**src/rtl/fp32_neuron_accumulator.sv**
```systemverilog
// Purpose: folds NUM_TERMS fp32 products into a bias-seeded running sum for one neuron.
// Latency: one product per cycle; out_valid rises the cycle after the last accepted product.
// Backpressure: in_ready only in ACCUM; result held stable in DONE until out_ready (FP32_ACC_RELU_EN adds ReLU).
module fp32_neuron_accumulator #(
  parameter int NUM_TERMS = 784,
  parameter int CNT_W     = 10
) (
  input  logic             clk,
  input  logic             rst,
  input  logic             start,
  input  logic [31:0]      bias,
  input  logic             in_valid,
  output logic             in_ready,
  input  logic [31:0]      in_data,
  output logic             out_valid,
  input  logic             out_ready,
  output logic [31:0]      out_data,
  output logic             busy,
  output logic [CNT_W-1:0] term_count
);

  typedef enum logic [1:0] {IDLE, ACCUM, DONE} state_t;

  localparam logic [CNT_W-1:0] LAST_TERM = CNT_W'(NUM_TERMS - 1);

  state_t      state_q, state_d;
  logic [31:0] acc;
  logic [31:0] acc_sum;
  logic [31:0] acc_step;
  logic [31:0] act;

  // Combinational fp32 add of two normal operands (the implicit 1 is always
  // inserted), round-to-nearest-even, flush-to-zero on underflow.
  function automatic logic [31:0] fp_add(input logic [31:0] x, input logic [31:0] y);
    logic [31:0] a, b;
    logic [7:0]  d;
    logic [26:0] ma, mb, mb_sh, m;
    logic [53:0] mb_full;
    logic [27:0] sum;
    logic [4:0]  lz;
    logic        found;
    logic [9:0]  e;
    logic        rnd;
    logic [24:0] mr;
    logic [31:0] r;
    // larger magnitude operand goes in a; its sign is the result sign
    if (x[30:0] >= y[30:0]) begin
      a = x;
      b = y;
    end else begin
      a = y;
      b = x;
    end
    d       = a[30:23] - b[30:23];
    ma      = {1'b1, a[22:0], 3'b000};
    mb      = {1'b1, b[22:0], 3'b000};
    mb_full = {mb, 27'd0} >> d;
    // bits shifted out collapse into the sticky bit
    if (d > 8'd26) mb_sh = 27'd1;
    else           mb_sh = mb_full[53:27] | {26'd0, |mb_full[26:0]};
    e     = {2'b00, a[30:23]};
    m     = 27'd0;
    lz    = 5'd0;
    found = 1'b0;
    if (a[31] == b[31]) begin
      sum = {1'b0, ma} + {1'b0, mb_sh};
      if (sum[27]) begin
        m = sum[27:1] | {26'd0, sum[0]};
        e = e + 10'd1;
      end else begin
        m = sum[26:0];
      end
    end else begin
      sum = {1'b0, ma} - {1'b0, mb_sh};
      for (int i = 26; i >= 0; i--) begin
        if (!found) begin
          if (sum[i]) found = 1'b1;
          else        lz = lz + 5'd1;
        end
      end
      // exact cancellation or underflow both produce a zero result
      if (!found || e <= {5'd0, lz}) begin
        m = 27'd0;
        e = 10'd0;
      end else begin
        m = sum[26:0] << lz;
        e = e - {5'd0, lz};
      end
    end
    rnd = m[2] & (m[1] | m[0] | m[3]);
    mr  = {1'b0, m[26:3]} + {24'd0, rnd};
    if (mr[24]) begin
      e  = e + 10'd1;
      mr = mr >> 1;
    end
    if (e == 10'd0)        r = {a[31], 31'd0};
    else if (e >= 10'd255) r = {a[31], 8'hFF, 23'd0};
    else                   r = {a[31], e[7:0], mr[22:0]};
    return r;
  endfunction

  // Zero/denormal wrapper around the adder: zero products leave acc alone,
  // a zero acc takes the product directly, and any zero sum is stored as +0.
  always_comb begin
    acc_sum  = fp_add(acc, in_data);
    acc_step = acc;
    if (in_data[30:23] == 8'd0)  acc_step = acc;
    else if (acc[30:23] == 8'd0) acc_step = in_data;
    else if (acc_sum[30:0] == 31'd0) acc_step = 32'h0;
    else acc_step = acc_sum;
  end

`ifdef FP32_ACC_RELU_EN
  assign act = acc[31] ? 32'h0 : acc;
`else
  assign act = acc;
`endif

  // Next-state logic: start is only honoured in IDLE, the last handshake ends ACCUM
  always_comb begin
    state_d = state_q;
    case (state_q)
      IDLE:    if (start) state_d = (NUM_TERMS == 0) ? DONE : ACCUM;
      ACCUM:   if (in_valid && term_count == LAST_TERM) state_d = DONE;
      DONE:    if (out_ready) state_d = IDLE;
      default: state_d = IDLE;
    endcase
  end

  // State, running sum and term counter; a denormal/zero bias loads as +0
  always_ff @(posedge clk) begin
    if (rst) begin
      state_q    <= IDLE;
      acc        <= 32'h0;
      term_count <= '0;
    end else begin
      state_q <= state_d;
      if (state_q == IDLE && start) begin
        acc        <= (bias[30:23] == 8'd0) ? 32'h0 : bias;
        term_count <= '0;
      end else if (state_q == ACCUM && in_valid) begin
        acc        <= acc_step;
        term_count <= term_count + 1'b1;
      end
    end
  end

  assign in_ready  = (state_q == ACCUM);
  assign out_valid = (state_q == DONE);
  assign busy      = (state_q != IDLE);
  assign out_data  = (state_q == DONE) ? act : 32'h0;

endmodule

```
**config.mk**
```make
export PLATFORM = sky130hd
export DESIGN_NAME = fp32_neuron_accumulator
export DESIGN_NICKNAME = d
export VERILOG_FILES = /design/src/rtl/fp32_neuron_accumulator.sv
export SDC_FILE = /design/constraint.sdc
export NUM_CORES = 1
export LEC_CHECK = 0
export ABC_AREA = 1
export BUFFER_PORTS_ARGS = -buffer_cell sky130_fd_sc_hd__clkbuf_2
export CORE_UTILIZATION = 50
export CTS_CLUSTER_DIAMETER = 80
export CTS_CLUSTER_SIZE = 8
export DETAILED_ROUTE_END_ITERATION = 8
export GPL_TIMING_DRIVEN = 0
export HOLD_SLACK_MARGIN = 0.05
export PLACE_DENSITY = 0.73
export SYNTH_ARGS = -nofsm -noshare
export SYNTH_HDL_FRONTEND = slang
export SYNTH_SLANG_ARGS = --single-unit
```
**constraint.sdc**
```tcl
create_clock -name clk -period 62.3 [get_ports clk]
set_input_delay 6.23 -clock clk [delete_from_list [all_inputs] [get_ports clk]]
set_output_delay 6.23 -clock clk [all_outputs]
set_load 0.005 [all_outputs]
```
==> results of run 1 <==
-- worst paths after layout --
kind	endpoint	slack [ps]
max	acc[11]$_SDFFE_PP0P_	34470
min	acc[30]$_SDFFE_PP0P_	500
max reg2reg	acc[11]$_SDFFE_PP0P_	40220
min reg2reg	acc[30]$_SDFFE_PP0P_	500
-- synthesized netlist by cell type, drive strengths merged, types with 3 or more instances --
cell / n / area (um^2)
o211ai: 9 / 67.6
inv: 415 / 1570
clkinv: 9 / 33.8
o21bai: 13 / 101
o22ai: 5 / 31.3
nand4: 101 / 644
clkbuf: 71 / 267
and2: 9 / 56.3
a31oi: 6 / 37.5
nor2: 269 / 1340
xnor2: 12 / 105
ha: 112 / 1400
nand3: 352 / 1800
dfxtp: 44 / 881
a221oi: 3 / 26.3
nand2: 857 / 3290
o21ai: 228 / 1140
nand3b: 8 / 60.1
o31ai: 6 / 45.0
xor2: 60 / 548
buf: 39 / 236
o21a: 13 / 97.6
a211oi: 6 / 45.0
a21oi: 197 / 993
nor3: 25 / 125
or2: 14 / 87.6
-- final cells by class --
type | instances | area (um^2) | area share [%]
Clock buffer | 7 | 153 | 0.928
Buffer | 110 | 503 | 3.06
Clock inverter | 1 | 30.0 | 0.183
Multi-Input combinational cell | 2322 | 12200 | 74.3
Timing Repair Buffer | 112 | 561 | 3.41
Tap cell | 390 | 488 | 2.97
Sequential cell | 44 | 881 | 5.35
Inverter | 424 | 1610 | 9.77
-- routing by layer --
layer	share of wire [%]	wire length, um
met4	5.2	3020
met2	45	26700
met3	6.8	3970
met1	43	25000
met5	0	0
-- registers in the layout (all words and copies together) (netlist names) --
name and cells:
term_count 10, state_q 2, acc 32
-- critical path, delay by kind of cell --
kind                     cells  cell delay, ps
AND/OR/NAND/NOR             83           10100
XOR/XNOR                     1             160
AO/OA/AOI/OAI               13            2920
adder cells (fa/ha/maj)     18            5310
buffers and inverters       26            3320
-- kinds of logic (layout without fill, tap and decap cells) --
| kind of cell | count (synthesis) | in the layout | share of synthesized area (%) |
|---|---|---|---|
| simple gates | 1638 | 1638 | 48.9 |
| xor+xnor | 72 | 72 | 4.29 |
| fa+ha+maj | 114 | 114 | 9.47 |
| buf+inv | 534 | 654 | 13.9 |
| flops | 44 | 44 | 5.79 |
| compound gates | 498 | 498 | 17.7 |
-- metrics by stage --
stage	area [um^2]	instances	worst slack, ps	utilization, %	hold slack, ps
after global placement	16300	3402	34970	54.6	484
after detailed placement	16300	3402	34600	54.6	486
after global routing	16500	3410	32440	55.2	522
after floorplan	15200	2900	38160	-	462
after CTS	16500	3410	34830	55.2	496
final	16500	3410	34470	55.2	501
-- report_power, final --
group | switching (mW) | internal, mW
registers | 0.00651 | 0.0318
logic | 0.429 | 0.177
clock network | 0.0116 | 0.0211
total | 0.447 | 0.230
==> reports/metrics.yaml, run 1 <==
run_status: "finished clean"
start_kind: "primary input"
initial_core_util_pct: 51.1
clock_insertion_delay_worst_skew_ps: 290
synth_seq_cells: 44
die_w_um: 176
flow.area_growth_from_synthesis_pct: 8.09
global_route.usage.met2_pct: 62.6
final_antenna_net_count: 0
relSlewSlack_pct: 23.7
most_frequent_cells_in_the_layout: "839 x nand2_1, 367 x inv_1, 347 x nand3_1, 236 x nor2_1, 196 x o21ai_0"
final.fill_count: 3245
track_usage_pct: 36.9
first_pass_grt_wire_length_mm: 91.7
ys.flop_type: "dfxtp_1"
setup_viol: 0
clkSlewWorstSetupHoldPaths_ps: 60
worstReg2RegStart: "acc[21]$_SDFFE_PP0P_"
drt_pre_antenna_iters: 6
critPathLaunch: "in_data[26]"
totalPowerFinal_mw: 0.677
grt_busiest_layer: "met2"
vias_per_cell: 5.73
max_stage_delay_ps: 460
fin_skew_ps: 5.13
share_of_cells_above_drive_strength_1_pct: 8.91
ir_worst_vdd_mv: 0.0157
drcViolationCount: 0
worstRegToRegCells: 137
hold_buffers: 0
critPathKind: "in -> reg"
worst_hold_startpoint: "acc[30]$_SDFFE_PP0P_"
finalSetupTns_ps: 0
detailroute.via_count: 19500
synth-edff-count: 0
timing.final.crit_share_pct: 44.7
worstHoldPathType: "reg -> reg"
avgRoutedWirePerCell_um: 17.2
gr-usage-met1_pct: 47.2
clock_sink_count: 44
timing.hold.worst_path_depth: 2
grt_antenna_before_repair: 0
cts-buffers-inserted: 5
area_of_the_mapped_netlist_um2: 15200
dpl.hpwl_mm: 50.0
power-per-cell-area_nw_per_um2: 41.2
buffer_ports.inserted: 112
max_slew.worst_pin.slew_ps: 1130
ys_async_rst_share_pct: 0
io-pin-count: 114
cts_post_setup_buffers_inserted: 0
grt_use_met3_pct: 3.14
rows: 63
largest_net_degree_at_the_start_of_global_routing: 14
drt_iter0_markers: 1623
crit_required_ps: 62520
core-area_um2: 29800
global_route.overflow_total: 0
final_nets: 3202
final_common_cell: "nand2_1"
avgSynthCellArea_um2: 5.25
clock_tree.root_cell: "clkbuf_16"
sequential_share_of_the_synthesized_area_pct: 5.79
worstSetupEndpointType: "flop"
timing.max_cap.violations: 0
critPathArrivalTime_ps: 28050
timing.fmax_ghz: 0.0359
dieHeight_um: 176
final.min_clock_period_ps: 27830
final_wirelength_mm: 58.7
first_global_vias: 17700
synth_nets: 3083
power.static_leakage_nw: 8.95
hold_viol_final: 0
synth_cell_types: 61
rsz0062_at_grt: "no"
crit_path_frequent_cell: "nand2_1"
clock_path_buffers: 2
worst_path_max_delay_cell: "nor2_1"
ctsHtreeMaxLevel: 2
fp.dieArea_um2: 31100
cts_tree: "built"
cp_max_fo: 10
synth_cells: 2900
yosys_warnings: 0
final_max_slew_viol_count: 0
post_cts_resized: 0
routability_cong: 1.07
num_antenna_cells: 0
Note: power is estimated with default switching activity, not from simulation.
==> run 2, diff against run 1 <==
- ABC_AREA: 1 -> 0
- clock period: 62.3 -> 28.1 ns (I/O delays scaled with it)
==> run 2 against run 1 <==
Sequential cell count unchanged; first-iteration DRC count increased by 47%; total power grew to 2.5 times the previous value; utilization is 2.3 points higher; clock power is 110% higher; synthesized area grew 15%; non-clock buffer count up 73; final area grew 21%; clock skew down 2.0 ps; critical path type unchanged.
==> reports/metrics.yaml, run 2 <==
run_status: "finished clean"
critPathArrivalTime_ps: 27470
synth-compound-area-share_pct: 30.3
ctsHtreeMaxLevel: 2
dieHeight_um: 189
share_of_cells_above_drive_strength_1_pct: 16.0
synthSimpleGateAreaFrac_pct: 31.7
clock_sink_count: 44
routability_cong: 1.08
largest_net_degree_at_the_start_of_global_routing: 20
netSwitchingFraction_pct: 62.2
die_w_um: 189
most_frequent_cells_in_the_layout: "310 x nand2_1, 244 x nor2_1, 225 x a21oi_1, 138 x o21ai_0, 126 x inv_1"
synth_cells: 2639
hold_viol_final: 0
core-area_um2: 34500
register_with_the_most_flip_flops: "acc"
first_global_vias: 20300
max_stage_delay_ps: 620
drt_iter0_markers: 2385
clock_insertion_delay_worst_skew_ps: 290
post-synth-top-area-cell: "ha_1"
largest_register_ff_count: 32
fp.dieArea_um2: 35800
drt_pre_antenna_iters: 6
post_layout_util_pct: 57.5
drcViolationCount: 0
avgRoutedWirePerCell_um: 24.5
vias_per_cell: 6.83
relSlewSlack_pct: 16.8
totalPowerFinal_mw: 1.72
final_common_cell: "nand2_1"
synth_nets: 2822
start_kind: "primary input"
final.min_clock_period_ps: 27280
place.detailed.instances: 3208
worst_path_max_delay_cell: "or4_1"
setup_viol: 0
worstHoldPathType: "reg -> reg"
track_usage_pct: 42.5
cp_max_fo: 19
combinational_family_with_the_most_area_after_synthesis: "simple AND/OR/NAND/NOR gates"
crit_path_frequent_cell: "ha_1"
register_area_um2: 881
io-pin-count: 114
critPathKind: "in -> reg"
timing.final.crit_share_pct: 97.1
pwr-share-clk_pct: 4.0
final_antenna_net_count: 0
final.fill_count: 3415
fin_skew_ps: 3.12
clock_tree.root_cell: "clkbuf_16"
synth-edff-count: 0
ys_async_rst_share_pct: 0
timing.max_cap.violations: 0
postPlaceCellArea_um2: 18700
crit_required_ps: 28290
muxShareOfSynthArea_pct: 9.36
share_seq_of_total_power_pct: 5.2
post-route-cell-area_um2: 19900
synth_most_common_cell: "nand2_1"
clkSlewWorstSetupHoldPaths_ps: 60
post_synth_main_area_contributors: "ha_1 8.0%, nand2_1 6.7%, a21oi_1 6.7%"
grt_antenna_before_repair: 0
yosys_warnings: 0
sequential_share_of_the_synthesized_area_pct: 5.03
detailroute.via_count: 22100
ys.flop_type: "dfxtp_1"
synth_cell_types: 125
worstSetupEndpointType: "flop"
cts_tree: "built"
dpl.hpwl_mm: 64.2
buffer_ports.inserted: 113
global_route.overflow_total: 0
synth_xor_xnor_area_share_pct: 8.43
final_wirelength_mm: 79.3
finalNonFillerCells: 3242
reg_top3: "acc x32, term_count x10, state_q x2"
num_antenna_cells: 0
final_max_slew_viol_count: 0
max_slew.worst_pin.slew_ps: 1220
flow.area_growth_from_synthesis_pct: 13.4
synth_largest_type_area_fraction_pct: 8.00
synth_seq_cells: 44
p_int_mw: 0.652
yosys.area_share.adder_pct: 8.29
timing.fmax_ghz: 0.0367
switching_power_mw: 1.07
rows: 68
ir_worst_vdd_mv: 0.0592
clock_path_buffers: 2
finalSetupTns_ps: 0
most_numerous_cell_types_in_the_synthesized_netlist: "313 x nand2_1, 247 x nor2_1, 234 x a21oi_1, 143 x o21ai_0, 128 x inv_1"
initial_core_util_pct: 50.7
multi_input_area_um2: 16100
area_of_the_mapped_netlist_um2: 17500
first_pass_grt_wire_length_mm: 120
power-per-cell-area_nw_per_um2: 86.8
avgSynthCellArea_um2: 6.64
p_comb_share_pct: 90.8
cts-buffers-inserted: 5
final_nets: 2969
power.static_leakage_nw: 8.31
## run 2: cell types whose count changed in the layout (fill, tap and decap cells not counted), moves of 60 or more
cell	previous run	this run
inv_1	367	126
nor3_1	25	89
nand4_1	99	34
and2_1	9	69
mux2i_1	0	105
nand2_1	839	310
xnor2_1	12	92
nand3_1	347	101
## run 2: kinds of logic after synthesis
group,count (synthesis)
AOI/OAI and AO/OA,786
xor gates and xnor gates,153
adders and majority gates,115
buffers and inverters,288
DFF,44
muxes,151
and+or+nand+nor,1102
## run 2: final timing paths
kind	from	to	slack (ps)	cells past startpoint
worst max-delay path	in_data[23]	acc[9]$_SDFFE_PP0P_	820	116
worst max register to register	acc[28]$_SDFFE_PP0P_	acc[9]$_SDFFE_PP0P_	3120	114
worst min-delay path	term_count[1]$_SDFFE_PP0P_	term_count[1]$_SDFFE_PP0P_	510	2
worst min register to register	term_count[1]$_SDFFE_PP0P_	term_count[1]$_SDFFE_PP0P_	510	2
## run 2: layer usage
layer / share of wire [%] / vias to the layer above / global-route usage, %
li1: - / 10000 / -
met1: 40 / 10400 / 53.7
met2: 44 / 1383 / 68.8
met3: 9.4 / 312 / 6.52
met4: 6.7 / 0 / 23.9
met5: 0 / - / 0
## run 2: through the flow
step	setup WS (ps)	hold slack, ps
after floorplan	1920	481
after global placement	-4420	479
after detailed placement	-4830	493
after CTS	6.57	507
after global routing	-292	550
final	823	511
## run 2: layout make-up
cell class / count / area share [%]
inverters: 133 / 2.55
repair buffers: 147 / 4.12
plain buffers: 148 / 3.89
multi-input cells: 2307 / 81.3
clock buffers: 5 / 0.630
well taps: 455 / 2.87
clock inverters: 3 / 0.233
flip-flops and latches: 44 / 4.43
## run 2: worst max-delay path, delay by kind of cell
kind	cells	cell delay [ps]
buf+inv	23	4340
mux	3	580
xor+xnor	4	820
simple gates	41	8270
fa+ha+maj	15	4650
compound gates	30	5970
## run 2: power by group through the flow
stage | clock network, mW | logic (mW) | registers [mW]
after floorplan | 0 | 0.998 | 0.0792
final | 0.0685 | 1.56 | 0.0901
after detailed placement | 0 | 1.40 | 0.0900
after global placement | 0 | 1.39 | 0.0906
after global routing | 0.0711 | 1.66 | 0.0902
after CTS | 0.0686 | 1.43 | 0.0887
## run 2: repair_timing
action,4_1_cts,5_1_grt
pin swaps,6,20
gates resized for setup,53,153
setup buffers,6,26
gates cloned,0,0
hold buffers,0,0
setup endpoints to repair,32,32
endpoints found under the hold margin,0,0
